**src/rtl/bram_stream_reader_if.sv**
```systemverilog
// Request, BRAM read-port and output-stream bundle for bram_stream_reader.
// master = request source / BRAM / consumer side, slave = the reader.
interface bram_stream_reader_if #(
  parameter int ADDR_WIDTH = 4,
  parameter int DATA_WIDTH = 8,
  parameter int LEN_WIDTH  = ADDR_WIDTH + 1
);
  logic                  req_valid;
  logic                  req_ready;
  logic [ADDR_WIDTH-1:0] req_addr;
  logic [LEN_WIDTH-1:0]  req_len;
  logic [ADDR_WIDTH-1:0] bram_rd_addr;
  logic                  bram_wr_busy;
  logic [DATA_WIDTH-1:0] bram_rd_data;
  logic                  out_valid;
  logic                  out_ready;
  logic [DATA_WIDTH-1:0] out_data;
  logic                  out_last;
  logic                  done;

  modport master (
    output req_valid,
    output req_addr,
    output req_len,
    output bram_wr_busy,
    output bram_rd_data,
    output out_ready,
    input  req_ready,
    input  bram_rd_addr,
    input  out_valid,
    input  out_data,
    input  out_last,
    input  done
  );

  modport slave (
    input  req_valid,
    input  req_addr,
    input  req_len,
    input  bram_wr_busy,
    input  bram_rd_data,
    input  out_ready,
    output req_ready,
    output bram_rd_addr,
    output out_valid,
    output out_data,
    output out_last,
    output done
  );
endinterface

```
**src/rtl/bram_stream_reader.sv**
```systemverilog
// Streams a contiguous (wrapping) BRAM address range out as valid/ready
// beats, tolerating no-change write collisions and consumer backpressure.
module bram_stream_reader #(
  parameter int ADDR_WIDTH = 4,
  parameter int DATA_WIDTH = 8,
  parameter int LEN_WIDTH  = ADDR_WIDTH + 1
) (
  input logic clk,
  input logic rst_n,
  bram_stream_reader_if.slave bus
);

  typedef enum logic [1:0] {
    IDLE,
    STREAM,
    DRAIN
  } state_t;

  state_t state_q, state_d;

  logic [ADDR_WIDTH-1:0] addr_q;
  logic [LEN_WIDTH-1:0]  rem_q;
  logic                  infl_q;
  logic                  infl_last_q;

  logic [DATA_WIDTH-1:0] fifo_data [2];
  logic [1:0]            fifo_last;
  logic                  wr_ptr;
  logic                  rd_ptr;
  logic [1:0]            count_q;
  logic                  done_q;

  logic       accept;
  logic       len_zero;
  logic       pop;
  logic       push;
  logic       issue;
  logic       rem_one;
  logic       head_last;
  logic [2:0] occ;

  assign accept    = bus.req_valid && (state_q == IDLE);
  assign len_zero  = (bus.req_len == '0);
  assign pop       = (count_q != 2'd0) && bus.out_ready;
  assign push      = infl_q;
  assign rem_one   = (rem_q == LEN_WIDTH'(1));
  assign head_last = fifo_last[rd_ptr];

  // Credit: buffered plus in-flight words, less this cycle's pop, stay < 2.
  assign occ   = {1'b0, count_q} + {2'b0, infl_q};
  assign issue = (state_q == STREAM)
              && (rem_q != '0)
              && !bus.bram_wr_busy
              && (occ < (3'd2 + {2'b0, pop}));

  always_comb begin
    state_d = state_q;
    unique case (state_q)
      IDLE:    if (accept && !len_zero) state_d = STREAM;
      STREAM:  if (issue && rem_one) state_d = DRAIN;
      DRAIN:   if (pop && head_last) state_d = IDLE;
      default: state_d = IDLE;
    endcase
  end

  always_ff @(posedge clk or negedge rst_n) begin
    if (!rst_n) state_q <= IDLE;
    else        state_q <= state_d;
  end

  always_ff @(posedge clk or negedge rst_n) begin
    if (!rst_n) begin
      addr_q       <= '0;
      rem_q        <= '0;
      infl_q       <= 1'b0;
      infl_last_q  <= 1'b0;
      fifo_data[0] <= '0;
      fifo_data[1] <= '0;
      fifo_last    <= '0;
      wr_ptr       <= 1'b0;
      rd_ptr       <= 1'b0;
      count_q      <= '0;
      done_q       <= 1'b0;
    end else begin
      if (accept && !len_zero) begin
        addr_q <= bus.req_addr;
        rem_q  <= bus.req_len;
      end else if (issue) begin
        addr_q <= addr_q + ADDR_WIDTH'(1);
        rem_q  <= rem_q - LEN_WIDTH'(1);
      end
      infl_q      <= issue;
      infl_last_q <= issue && rem_one;
      // BRAM output register holds during writes, so capture is always safe.
      if (push) begin
        fifo_data[wr_ptr] <= bus.bram_rd_data;
        fifo_last[wr_ptr] <= infl_last_q;
        wr_ptr            <= ~wr_ptr;
      end
      if (pop) rd_ptr <= ~rd_ptr;
      count_q <= count_q + {1'b0, push} - {1'b0, pop};
      done_q  <= (accept && len_zero)
              || ((state_q == DRAIN) && pop && head_last);
    end
  end

  assign bus.req_ready    = (state_q == IDLE);
  assign bus.bram_rd_addr = addr_q;
  assign bus.out_valid    = (count_q != 2'd0);
  assign bus.out_data     = fifo_data[rd_ptr];
  assign bus.out_last     = (count_q != 2'd0) && head_last;
  assign bus.done         = done_q;

endmodule
```
**src/flat_wrapper.sv**
```systemverilog
// flat-port wrapper written by rule: the top's interface ports become plain ports
module bram_stream_reader_flat 
#(
  parameter int ADDR_WIDTH = 4,
  parameter int DATA_WIDTH = 8,
  parameter int LEN_WIDTH  = ADDR_WIDTH + 1
)
  (clk, rst_n, bus_req_valid, bus_req_addr, bus_req_len, bus_bram_wr_busy, bus_bram_rd_data, bus_out_ready, bus_req_ready, bus_bram_rd_addr, bus_out_valid, bus_out_data, bus_out_last, bus_done);
  bram_stream_reader_if #(.ADDR_WIDTH(ADDR_WIDTH), .DATA_WIDTH(DATA_WIDTH), .LEN_WIDTH(LEN_WIDTH)) bus_i ();
  input logic clk;
  input logic rst_n;
  input wire logic [$bits(bus_i.req_valid)-1:0] bus_req_valid;
  input wire logic [$bits(bus_i.req_addr)-1:0] bus_req_addr;
  input wire logic [$bits(bus_i.req_len)-1:0] bus_req_len;
  input wire logic [$bits(bus_i.bram_wr_busy)-1:0] bus_bram_wr_busy;
  input wire logic [$bits(bus_i.bram_rd_data)-1:0] bus_bram_rd_data;
  input wire logic [$bits(bus_i.out_ready)-1:0] bus_out_ready;
  output wire logic [$bits(bus_i.req_ready)-1:0] bus_req_ready;
  output wire logic [$bits(bus_i.bram_rd_addr)-1:0] bus_bram_rd_addr;
  output wire logic [$bits(bus_i.out_valid)-1:0] bus_out_valid;
  output wire logic [$bits(bus_i.out_data)-1:0] bus_out_data;
  output wire logic [$bits(bus_i.out_last)-1:0] bus_out_last;
  output wire logic [$bits(bus_i.done)-1:0] bus_done;
  assign bus_i.req_valid = bus_req_valid;
  assign bus_i.req_addr = bus_req_addr;
  assign bus_i.req_len = bus_req_len;
  assign bus_i.bram_wr_busy = bus_bram_wr_busy;
  assign bus_i.bram_rd_data = bus_bram_rd_data;
  assign bus_i.out_ready = bus_out_ready;
  assign bus_req_ready = bus_i.req_ready;
  assign bus_bram_rd_addr = bus_i.bram_rd_addr;
  assign bus_out_valid = bus_i.out_valid;
  assign bus_out_data = bus_i.out_data;
  assign bus_out_last = bus_i.out_last;
  assign bus_done = bus_i.done;
  bram_stream_reader #(.ADDR_WIDTH(ADDR_WIDTH), .DATA_WIDTH(DATA_WIDTH), .LEN_WIDTH(LEN_WIDTH)) u_core (.clk(clk), .rst_n(rst_n), .bus(bus_i));
endmodule
```
**config.mk**
```make
export PLATFORM = sky130hd
export DESIGN_NAME = bram_stream_reader_flat
export DESIGN_NICKNAME = d
export VERILOG_FILES = /design/src/rtl/bram_stream_reader_if.sv /design/src/rtl/bram_stream_reader.sv /design/src/flat_wrapper.sv
export SDC_FILE = /design/constraint.sdc
export NUM_CORES = 1
export LEC_CHECK = 0
export CAP_MARGIN = 20
export CORE_UTILIZATION = 35
export CTS_BUF_LIST = sky130_fd_sc_hd__clkbuf_4 sky130_fd_sc_hd__clkbuf_8
export DETAILED_ROUTE_END_ITERATION = 6
export GPL_TIMING_DRIVEN = 1
export PLACE_DENSITY = 0.64
export SYNTH_ARGS = -nofsm -noshare
export SYNTH_HDL_FRONTEND = slang
export SYNTH_SLANG_ARGS = --single-unit
```
**constraint.sdc**
```tcl
create_clock -name clk -period 4.7 [get_ports clk]
set_clock_uncertainty 0.15 [all_clocks]
set_input_delay 1.175 -clock clk [delete_from_list [all_inputs] [get_ports clk]]
set_output_delay 1.175 -clock clk [all_outputs]
set_load 0.02 [all_outputs]
```
Yosys cells after proc, flatten, opt, wreduce, memory -nomap -nowiden
Cells that the tools add are included.

Add/sub/neg operators: 6. $lt $le $gt $ge: 7. Equality and inequality tests: 6. Multiplexer cells: 19. Bitwise gates (word level): 4. Reduce and logical (&&, ||, !) cells: 23.

Operator list (number): $mux W8 (4); $bwmux W16 (1); $logic_and A1 B1 Y1 (14); $mux W5 (2); $demux W8 S1 (1); $mux W4 (2); $mux W2 (3); $pmux W2 S3 (1); $eq A5 B1 Y1 const B (1); $logic_not A5 Y1 (1); $reduce_bool A5 Y1 (1); $sub A5 B1 Y5 const B (1); $add A4 B1 Y4 const B (1); $ge A2 B2 Y1 const B (2); $lt A1 B2 Y1 const B (2); $ne A2 B1 Y1 const B (2); $not A1 Y2 (2); $reduce_bool A2 Y1 (2); $add A2 B1 Y3 (1); $add A2 B1 Y3 const A (1); $lt A3 B3 Y1 (1); $mux W1 (3); $reduce_and A3 Y1 (1); $add A2 B1 Y2 (1); other kinds (12) (14).

Bits in registers: 36. Input port bits: 22. Output and inout bits: 16. Word-level logic and storage cells: 77.

Logic depth before layout (Yosys ltp)
Gate-level depths: netlist of run 1.

Word-level depth: 8. Gate-level depth with buffers: 7. Mapped depth without buffers: 7.

Worst setup path before layout of run 1
No wires, ideal clock.

Path type: in2reg. From: in bus_req_len[0]. To: reg u_core.addr_q[3] (netlist: u_core.bus.bram_rd_addr[3]). Library setup time: 82 ps. Data arrival time: 2350 ps. Required time: 4468 ps. Setup slack: 2118 ps. Stages on the path: 5. Path buffers: 1. Cells stage by stage: or4_1 o211ai_2 buf_2 nor2_1 a31oi_1.

Longest elaborated chain between the ends: 4. Elaborated cells between the ends (all ways): 5. Classes of those cells: mux (1); reduce/logical (4).

RTL lines: from (decl) (RTL line flat_wrapper.sv:14) `input wire logic [$bits(bus_i.req_len)-1:0] bus_req_len;`; $logic_not A5 Y1 * (RTL line bram_stream_reader.sv:43) `assign len_zero = (bus.req_len == '0);`; $logic_not A1 Y1 * (RTL line bram_stream_reader.sv:85) `if (accept && !len_zero) begin`; $logic_and A1 B1 Y1 * (RTL line bram_stream_reader.sv:85); $mux W4 / $reduce_bool A2 Y1 (equally long branches); to (signal assigned) (RTL line bram_stream_reader.sv:86) `addr_q <= bus.req_addr;`; to (signal assigned) (RTL line bram_stream_reader.sv:89) `addr_q <= addr_q + ADDR_WIDTH'(1);`; to (decl) (RTL line bram_stream_reader.sv:21) `logic [ADDR_WIDTH-1:0] addr_q;`.

Every way passes the cells marked *; elsewhere a longest branch is shown, timed or not. A chain may end at the register's enable or synchronous reset.

Worst setup path after layout of run 1
From: reg u_core.rd_ptr. To: out bus_out_last.

Longest elaborated chain between the ends: 3.

RTL lines: from (decl) (RTL line bram_stream_reader.sv:29) `logic rd_ptr;`; from (signal assigned) (RTL line bram_stream_reader.sv:100) `if (pop) rd_ptr <= ~rd_ptr;`; $mux W1 (implied by the code) (2 in a row) (RTL line bram_stream_reader.sv:47) `assign head_last = fifo_last[rd_ptr];`; $logic_and A1 B1 Y1 (RTL line bram_stream_reader.sv:111) `assign bus.out_last = (count_q != 2'd0) && head_last;`; to (decl) (RTL line flat_wrapper.sv:22) `output wire logic [$bits(bus_i.out_last)-1:0] bus_out_last;`.

No other way between the ends. The select of a mux whose other input is x is not followed.

==> summary.txt, run 1 <==
Outcome
  • Status: complete, no violations

Synth
  • Compound-Gate Fraction of Synth Area: about 11%
  • Asr flop ratio synth: 100%
  • Synthesized net count: 181
  • Seq cells post-synth: 36
  • Simple-gate portion of the synthesized area: roughly 11%
  • Register area share after synthesis: between 50% and 60%
  • Synth Cell Area: 1780 um^2
  • Mux contribution to synthesized area: between 15 and 20%
  • Synth Flop Type: dfrtp_1
  • Xor/xnor share of the synthesized area: slightly below 2%
  • Yosys cell types: 32
  • Avg Cell Area, Syn: about 12 um^2
  • Synth Area in Adders: under 10%
  • Number of synthesized flops with an enable pin: 0
  • YS warnings: 0
  • Gate count of the mapped netlist: about 150
  • Main combinational cell family by area after synthesis: multiplexers

Timing
  • Post-route setup slack: 1.50 ns
  • Pins Over Slew Limit: 0
  • Min cycle time layout: 3.20 ns
  • Hold WS: between 0.3 and 0.4 ns
  • Slew margin rel.: 43.1%
  • FMAX: 0.313 GHz
  • Period utilisation layout: 68.0%
  • Final Hold Fails: 0
  • Fin Setup TNS: 0 ns
  • RSZ-0062 raised after global routing: false
  • Final Setup Violations: 0
  • Worst-Margin Slew: around 0.85 ns

Floorplanning
  • Row count: 25
  • Die Span X: 73.2 um
  • Die Area: around 5400 um^2
  • Starting Density: between 30% and 40%
  • I/O Pins: 38
  • Die height: ~73 um
  • Core box area: a little under 5000 um^2

Clock tree
  • CTS buffer count: 5
  • Post-CTS sizing: 0
  • # hold bufs at CTS: 0
  • Clock sinks: 36
  • CTS H-tree lvls: 2
  • CTS tree: yes
  • Skew-Pair Late Insertion Delay: approximately 0.28 ns
  • CTS root buf: clkbuf_8
  • Clock Tree Buf Depth: 2
  • Post-CTS Setup Repair Bufs: 0
  • Reg clk slew, reported paths: ~0.070 ns

Place
  • Worst slack at placement: around 1.4 ns
  • Cells after DPL: roughly 250
  • Dpl hpwl: 2.64 mm
  • Routability congestion estimate: a little under 0.8
  • IO Port Bufs: 37
  • DP Area: about 2200 um^2

Finish
  • Nets@finish: between 200 and 250
  • Post-Layout Inst Area: ~2300 um^2
  • Filler cells: between 400 and 500
  • Antenna Cells: 0
  • Commonest non-fill, non-tap cells in the layout: clkdlybuf4s50_1 (37), dfrtp_1 (36), mux2_2 (26)
  • P&R area growth vs syn: 31.2%
  • Commonest non-fill, non-tap cell in the layout: clkdlybuf4s50_1
  • Share of cells above drive strength 1: between 20% and 30%
  • Non-filler cells, final: between 200 and 300

Critical path
  • Worst EP arrival: ~1.9 ns
  • Crit start category: flop
  • Crit-path max FO: 10
  • CP endpoint kind: output pin
  • Crit path required time: between 3 and 4 ns
  • Worst setup path class: reg -> out

GRT
  • GR Overflow Total: 0
  • First-pass GRT wire length: between 6 and 7 mm
  • Initial antenna violation count: 0
  • Vias in the first global route: about 1300
  • Largest net degree at the start of global routing: 37
  • Global-route usage over all layers: between 15 and 20%

Routing
  • Wire per inst: about 14 um
  • Routed WL: between 3 and 4 mm
  • DRC viols: 0
  • Initial drt markers: 34
  • Vias per inst: roughly 5.2
  • ANT nets after route: 0
  • Vias: 1344
  • DR pass1 iterations: 4

Flow run
  • Max cap viols: 0

Pwr
  • PD cells: 674 nW/um^2
  • Max rail drop VDD: around 0.26 mV
  • Pleak: 0.000969 uW

Hold path
  • Hold Path Class: reg -> reg
## sequential cells by signal, summed over array words and instances, names as in the netlist
signal / cells
u_core.fifo_data: 16
u_core.infl_last_q: 1
u_core.infl_q: 1
u_core.rem_q: 5
u_core.bus.done: 1
u_core.bus.bram_rd_addr: 4
u_core.wr_ptr: 1
u_core.fifo_last: 2
u_core.count_q: 2
u_core.state_q: 2
u_core.rd_ptr: 1
## metrics by stage
| stage | utilization, % | power, uW |
|---|---|---|
| floorplan | - | 1040 |
| detailed placement | 46.1 | 1310 |
| finish | 48.4 | 1570 |
| CTS | 48.4 | 1590 |
| global route | 48.4 | 1690 |
| global placement | 46.1 | 1280 |
## layout make-up
| type | count | area (um^2) | area share, % |
|---|---|---|---|
| sequential | 36 | 901 | 38.7 |
| multi-input combinational | 103 | 826 | 35.4 |
| timing repair buffer | 38 | 378 | 16.2 |
| tap | 67 | 83.8 | 3.60 |
| clock buffer | 5 | 68.8 | 2.95 |
| clock inverter | 3 | 42.5 | 1.83 |
| inverter | 8 | 30.0 | 1.29 |
## power breakdown
group          total, uW  internal (uW)  switching [uW]
Combinational        741            383             358
Clock                265            157             108
Sequential           563            449             114
## logic make-up (layout without fill, tap and decap cells)
logic type,Yosys count,after routing
simple gates,37,37
flops,36,36
compound gates,27,27
mux,27,27
buf+inv,12,54
fa+ha+maj,8,8
xor+xnor,4,4
## metal layers
metal	global-route usage (%)	vias to the layer above	routed length [um]
met5	0	-	0
met4	4.58	0	43
met3	3.73	5	180
met2	26.6	47	1830
met1	18.0	657	1640
li1	-	635	-
## cell usage after synthesis, types with 2 or more instances
cell      instances  area share (%)
or3_1             3             1.1
inv_1             8             1.7
nand3_1           5             1.4
o21ai_0           6             1.7
o31ai_1           4             1.7
ha_1              8             5.6
buf_2             3            0.85
mux2_2           26              16
dfrtp_1          36              51
nand2_1           5             1.1
o311ai_0          2            0.99
nor2_1           13             2.7
xnor2_1           3             1.5
a21oi_1           2            0.56
or4_1             4             1.7
o211ai_1          2            0.85
a31oi_1           6             2.1
## worst paths after layout
check	startpoint	slack [ns]	cells after the start	endpoint
setup / recovery	u_core.rd_ptr	1.50	3	bus_out_last
hold / removal	u_core.state_q[0]	0.34	1	u_core.bus.done
setup reg to reg	u_core.count_q[0]	2.32	5	u_core.rem_q[3]
hold reg to reg	u_core.state_q[0]	0.34	1	u_core.bus.done
max in group asynchronous	rst_n	2.92	2	u_core.rem_q[0]
min in group asynchronous	rst_n	1.17	2	u_core.fifo_data[1]
## worst max-delay path: stages (launching register included)
cell and delay (ns):
dfrtp_1 0.64, mux2i_1 0.19, nor2_1 0.15, clkdlybuf4s50_1 0.61
Note: power is estimated with default switching activity, not from simulation.
==> inputs of run 2 (changes only) <==
--- a/config.mk
+++ b/config.mk
@@ -10,7 +10,7 @@
 export CTS_BUF_LIST = sky130_fd_sc_hd__clkbuf_4 sky130_fd_sc_hd__clkbuf_8
 export DETAILED_ROUTE_END_ITERATION = 6
 export GPL_TIMING_DRIVEN = 1
-export PLACE_DENSITY = 0.64
+export PLACE_DENSITY = 0.66
 export SYNTH_ARGS = -nofsm -noshare
 export SYNTH_HDL_FRONTEND = slang
 export SYNTH_SLANG_ARGS = --single-unit
==> constraint.sdc (replaced) <==
create_clock -name clk -period 2.7 [get_ports clk]
set_clock_uncertainty 0.15 [all_clocks]
set_input_delay 0.675 -clock clk [delete_from_list [all_inputs] [get_ports clk]]
set_output_delay 0.675 -clock clk [all_outputs]
set_load 0.02 [all_outputs]
==> summary.txt, run 2 (synthesis gave the netlist of run 1 again) <==
Outcome
  • Status: complete, no violations

Pwr
  • Pleak: 0.00102 uW (+5.4%)
  • Max rail drop VDD: 0.460 mV (+77%)
  • PD cells: 1210 nW/um^2 (+80%)

Hold path
  • Worst Hold Path Cells: 1 (unchanged)
  • Hold Path Class: reg -> reg

Routing
  • Routed WL: 3.42 mm (-7.2%)
  • DR pass1 iterations: 4 (unchanged)
  • Vias: 1305 (-2.9%)
  • Initial drt markers: 61 (+79%)
  • ANT nets after route: 0 (unchanged)
  • DRC viols: 0 (unchanged)
  • Wire per inst: 12.9 um (-9.3%)
  • Vias per inst: 4.91 (-5.1%)

Floorplanning
  • I/O Pins: 38 (unchanged)
  • Die Span X: 73.2 um (unchanged)
  • Core box area: 4820 um^2 (unchanged)
  • Die Area: 5360 um^2 (unchanged)
  • Row count: 25 (unchanged)
  • Starting Density: 36.9% (unchanged)
  • Die height: 73.2 um (unchanged)

Finish
  • Nets@finish: 228 (+2.7%)
  • FF+latch area: 901 um^2 (unchanged)
  • Most flops, register: u_core.fifo_data
  • Commonest non-fill, non-tap cells in the layout: clkdlybuf4s50_1 (37), dfrtp_1 (36), mux2_2 (26)
  • Multi-input gate area: 826 um^2 (unchanged)
  • P&R area growth vs syn: 36.4%
  • Largest register FFs: 16 (unchanged)
  • Post-Layout Inst Area: 2420 um^2 (+4.0%)
  • Antenna Cells: 0 (unchanged)
  • Filler cells: 480 (+5.0%)
  • Share of cells above drive strength 1: 22.6% (+2.4 points)
  • Commonest non-fill, non-tap cell in the layout: clkdlybuf4s50_1

Clock tree
  • CTS root buf: clkbuf_8
  • CTS buffer count: 5 (unchanged)
  • CTS tree: yes
  • Clock sinks: 36 (unchanged)
  • Post-CTS sizing: 0 (unchanged)
  • CTS H-tree lvls: 2 (unchanged)
  • # hold bufs at CTS: 0 (unchanged)
  • Clock Tree Buf Depth: 2 (unchanged)
  • Skew-Pair Late Insertion Delay: 0.28 ns (about the same)
  • Post-CTS Setup Repair Bufs: 0 (unchanged)
  • Reg clk slew, reported paths: 0.07 ns (about the same)

GRT
  • First-pass GRT wire length: 5.83 mm (-3.4%)
  • Vias in the first global route: 1236 (-5.0%)
  • Largest net degree at the start of global routing: 37 (unchanged)
  • GR Overflow Total: 0 (unchanged)
  • Global-route usage over all layers: 14.4% (-0.73 points)
  • Initial antenna violation count: 0 (unchanged)

Place
  • Dpl hpwl: 2.46 mm (-7.0%)
  • DP Area: 2260 um^2 (+2.0%)
  • IO Port Bufs: 37 (unchanged)
  • Routability congestion estimate: 0.845 (+9.3%)

Timing
  • Slew margin rel.: 56.7% (+14 points)
  • Final Setup Violations: 0 (unchanged)
  • RSZ-0062 raised after global routing: false
  • FMAX: between 0.3 and 0.4 GHz
  • Final Hold Fails: 0 (unchanged)
  • Worst-Margin Slew: 0.648 ns (-0.202 ns)
  • Min cycle time layout: ~2.5 ns
  • Period utilisation layout: a little over 90%
  • Fin Setup TNS: 0 ns (unchanged)
  • Pins Over Slew Limit: 0 (unchanged)

Critical path
  • Crit start category: flop
  • CP endpoint kind: output pin
  • Worst setup path class: reg -> out
  • Worst EP arrival: 1.70 ns (-0.17 ns)
  • Crit-path max FO: 10 (unchanged)
  • Worst r2r path cells: 5 (unchanged)
  • Crit path required time: 1.88 ns (-1.50 ns)

Flow run
  • Max cap viols: 0 (unchanged)
## run 2: final timing paths
check | startpoint | to | slack [ns]
min reg2reg | u_core.state_q[0] | u_core.bus.done | 0.33
max | u_core.rd_ptr | bus_out_last | 0.17
min | u_core.state_q[0] | u_core.bus.done | 0.33
max reg2reg | u_core.count_q[0] | u_core.bus.bram_rd_addr[3] | 0.35
min in group asynchronous | rst_n | u_core.fifo_data[3] | 0.66
max in group asynchronous | rst_n | u_core.fifo_last[0] | 1.41
## run 2: layout make-up
cell class,instances,area share (%)
clock inverter,3,3.72
timing repair buffer,44,17.5
tap,67,3.46
inverter,8,1.24
sequential,36,37.2
multi-input combinational,103,34.1
clock buffer,5,2.84
## run 2: through the flow
step                hold WS (ns)  worst slack [ns]  power (uW)  instances  utilization (%)
floorplan                  0.229             0.618        1800        151                -
global placement           0.320            0.0790        2290        258             47.0
detailed placement         0.324            0.0747        2300        258             47.0
CTS                        0.335             0.139        2970        266             50.3
global route               0.367            0.0708        3160        266             50.3
finish                     0.333             0.174        2940        266             50.3
## run 2: layer usage
layer | track usage, % | vias up | routed length (um)
li1 | - | 649 | -
met1 | 19.7 | 616 | 1710
met2 | 22.0 | 34 | 1510
met4 | 4.58 | 0 | 36
met5 | 0 | - | 0
met3 | 3.87 | 6 | 170
## run 2: worst max-delay path: stages (launching register included)
cell and delay (ns):
dfrtp_1 0.33, buf_4 0.19, mux2i_1 0.31, nor2_1 0.07, clkdlybuf4s50_1 0.53
## run 2: power breakdown
group	switching (uW)	internal, uW	total [uW]
logic	639	704	1340
registers	158	781	940
clock network	193	462	656
==> inputs of run 3 (changes only) <==
--- a/config.mk
+++ b/config.mk
@@ -6,11 +6,11 @@
 export NUM_CORES = 1
 export LEC_CHECK = 0
 export CAP_MARGIN = 20
-export CORE_UTILIZATION = 35
+export CORE_UTILIZATION = 47
 export CTS_BUF_LIST = sky130_fd_sc_hd__clkbuf_4 sky130_fd_sc_hd__clkbuf_8
 export DETAILED_ROUTE_END_ITERATION = 6
 export GPL_TIMING_DRIVEN = 1
-export PLACE_DENSITY = 0.66
+export PLACE_DENSITY = 0.83
 export SYNTH_ARGS = -nofsm -noshare
 export SYNTH_HDL_FRONTEND = slang
 export SYNTH_SLANG_ARGS = --single-unit
==> summary.txt, run 3 (synthesis gave the netlist of run 1 again) <==
Critical path
  • R2R Path End: u_core.rem_q[4]
  • Max incr delay on CP: 0.53 ns (about the same)
  • Crit path buf inv count: 1 (-1)
  • Worst setup path class: reg -> out
  • Worst EP arrival: 1.74 ns (+0.04 ns)
  • Top Family by Delay on Critical Path: buffers and inverters
  • Slowest cell on crit path: clkdlybuf4s50_1
  • R2R Setup Slk: 0.42 ns (+0.07 ns)
  • CP endpoint kind: output pin
  • Crit-path max FO: 10 (unchanged)
  • Worst r2r path cells: 5 (unchanged)
  • Crit start category: flop
  • Critical-path cell list: mux2i_1 > nor2_1 > clkdlybuf4s50_1
  • Crit path required time: 1.88 ns (about the same)
  • FF-to-FF Start: u_core.count_q[0]

Finish
  • Commonest non-fill, non-tap cell in the layout: clkdlybuf4s50_1
  • FF+latch area: 902 um^2 (+0.14%)
  • Nets@finish: 228 (unchanged)
  • Antenna Cells: 0 (unchanged)
  • Commonest non-fill, non-tap cells in the layout: clkdlybuf4s50_1 (37), dfrtp_1 (35), mux2_2 (26)
  • Share of cells above drive strength 1: 23.1% (+0.50 points)
  • Largest register FFs: 16 (unchanged)
  • Multi-input gate area: 826 um^2 (unchanged)
  • Most flops, register: u_core.fifo_data
  • Filler cells: 290 (-40%)
  • P&R area growth vs syn: 32.3%

Hold path
  • Worst Hold Path Cells: 1 (unchanged)
  • Hold Path Class: reg -> reg
  • Hold Startpoint: u_core.state_q[0]
  • Hold endpoint: u_core.bus.done

Floorplanning
  • Die Span X: 63.5 um (-13%)
  • Core box area: 3470 um^2 (-28%)
  • Row count: 21 (-16%)
  • Die height: 63.5 um (-13%)
  • Die Area: 4030 um^2 (-25%)
  • I/O Pins: 38 (unchanged)
  • Starting Density: 51.2% (+14 points)

Routing
  • Wire per inst: 15.6 um (+21%)
  • DRC viols: 0 (unchanged)
  • ANT nets after route: 0 (unchanged)
  • Vias: 1341 (+2.8%)
  • Routed WL: 3.81 mm (+11%)
  • Vias per inst: 5.47 (+12%)
  • DR pass1 iterations: 4 (unchanged)
  • Initial drt markers: 50 (-18%)

GRT
  • Initial antenna violation count: 0 (unchanged)
  • GR Overflow Total: 0 (unchanged)
  • Vias in the first global route: 1449 (+17%)
  • Global-route usage over all layers: 22.1% (+7.7 points)
  • First-pass GRT wire length: 6.71 mm (+15%)
  • Largest net degree at the start of global routing: 37 (unchanged)

Clock tree
  • Clock sinks: 36 (unchanged)
  • CTS tree: yes
  • Reg clk slew, reported paths: 0.07 ns (about the same)
  • CTS H-tree lvls: 2 (unchanged)
  • Post-CTS Setup Repair Bufs: 0 (unchanged)
  • CTS buffer count: 5 (unchanged)
  • Clock Tree Buf Depth: 2 (unchanged)
  • CTS root buf: clkbuf_8
  • Skew-Pair Late Insertion Delay: 0.29 ns (about the same)

Timing
  • Final Setup Violations: 0 (unchanged)
  • FMAX: 0.390 GHz (-1.4%)
  • Pins Over Slew Limit: 0 (unchanged)
  • RSZ-0062 raised after global routing: false
  • Slew margin rel.: 51.7% (-5.0 points)
  • Fin Setup TNS: 0 ns (unchanged)
  • Worst-Margin Slew: 0.722 ns (+0.0736 ns)
  • Min cycle time layout: 2.56 ns (+0.0361 ns)
  • Period utilisation layout: 94.9% (+1.3 points)
  • Final Hold Fails: 0 (unchanged)

Place
  • IO Port Bufs: 37 (unchanged)
  • Dpl hpwl: 2.82 mm (+15%)
  • Routability congestion estimate: 0.796 (-5.7%)

Outcome
  • Status: complete, no violations

Flow run
  • Max cap viols: 0 (unchanged)

Pwr
  • Pleak: 0.000995 uW (-2.5%)
  • Max rail drop VDD: 0.592 mV (+29%)
  • Final Power: 2800 uW (-4.8%)
  • PD cells: 1190 nW/um^2 (-1.9%)
==> run 3: cell types whose count changed in the layout (fill, tap and decap cells not counted) <==
cell and delta:
dfrtp_2 +1, clkinvlp_4 +1, clkinv_2 +1, bufinv_16 -2
dfrtp_1 -1
==> run 3: stage by stage <==
step | utilization [%] | hold WS (ns) | cells | instance area [um^2] | setup WS, ns
final | 67.7 | 0.337 | 245 | 2350 | 0.138
after global placement | 64.5 | 0.323 | 237 | 2240 | 0.122
after detailed placement | 64.5 | 0.330 | 237 | 2240 | 0.0625
after floorplan | - | 0.229 | 151 | 1780 | 0.618
after CTS | 67.7 | 0.341 | 245 | 2350 | 0.119
after global routing | 67.7 | 0.375 | 245 | 2350 | 0.0476
==> run 3: worst register-to-register path, delay by kind of cell (launching register included) <==
| family | cells | cell delay [ns] |
|---|---|---|
| AND/OR/NAND/NOR | 1 | 0.53 |
| adder cells (fa/ha/maj) | 2 | 0.43 |
| AO/OA/AOI/OAI | 2 | 0.68 |
| flip-flops | 1 | 0.41 |
==> run 3: where the power goes <==
group	internal, uW	switching, uW	total, uW
Combinational	702	640	1340
Sequential	783	204	987
Clock	273	194	467
Total	1760	1040	2800
==> run 3: area by class of cell <==
cell class	count	share of cell area (%)
clock inverters	3	1.81
multi-input cells	103	35.1
flip-flops and latches	36	38.4
well taps	46	2.45
clock buffers	5	2.93
inverters	8	1.28
repair buffers	44	18.0
==> run 3: per-layer routing <==
layer / vias up / track usage, % / share of wire (%)
met5: - / 0 / 0
met4: 0 / 6.82 / 1.3
met3: 7 / 5.98 / 5.0
met2: 43 / 38.6 / 51
met1: 646 / 26.2 / 43
li1: 645 / - / -
==> run 3: worst max-delay path by stage <==
stage | start | depth (start not counted) | end
final | u_core.rd_ptr | 3 | bus_out_last
after global routing | u_core.rd_ptr | 3 | bus_out_last
after CTS | u_core.rd_ptr | 3 | bus_out_last
after detailed placement | bus_req_len[0] | 6 | u_core.bus.bram_rd_addr[3]
after global placement | bus_req_len[0] | 6 | u_core.bus.bram_rd_addr[3]
after floorplan | bus_req_len[0] | 5 | u_core.bus.bram_rd_addr[3]
==> run 3: timing repair <==
item,4_1_cts,5_1_grt
hold buffers,0,0
setup endpoints to repair,3,0
resized for setup,1,0
endpoints found under the hold margin,0,0
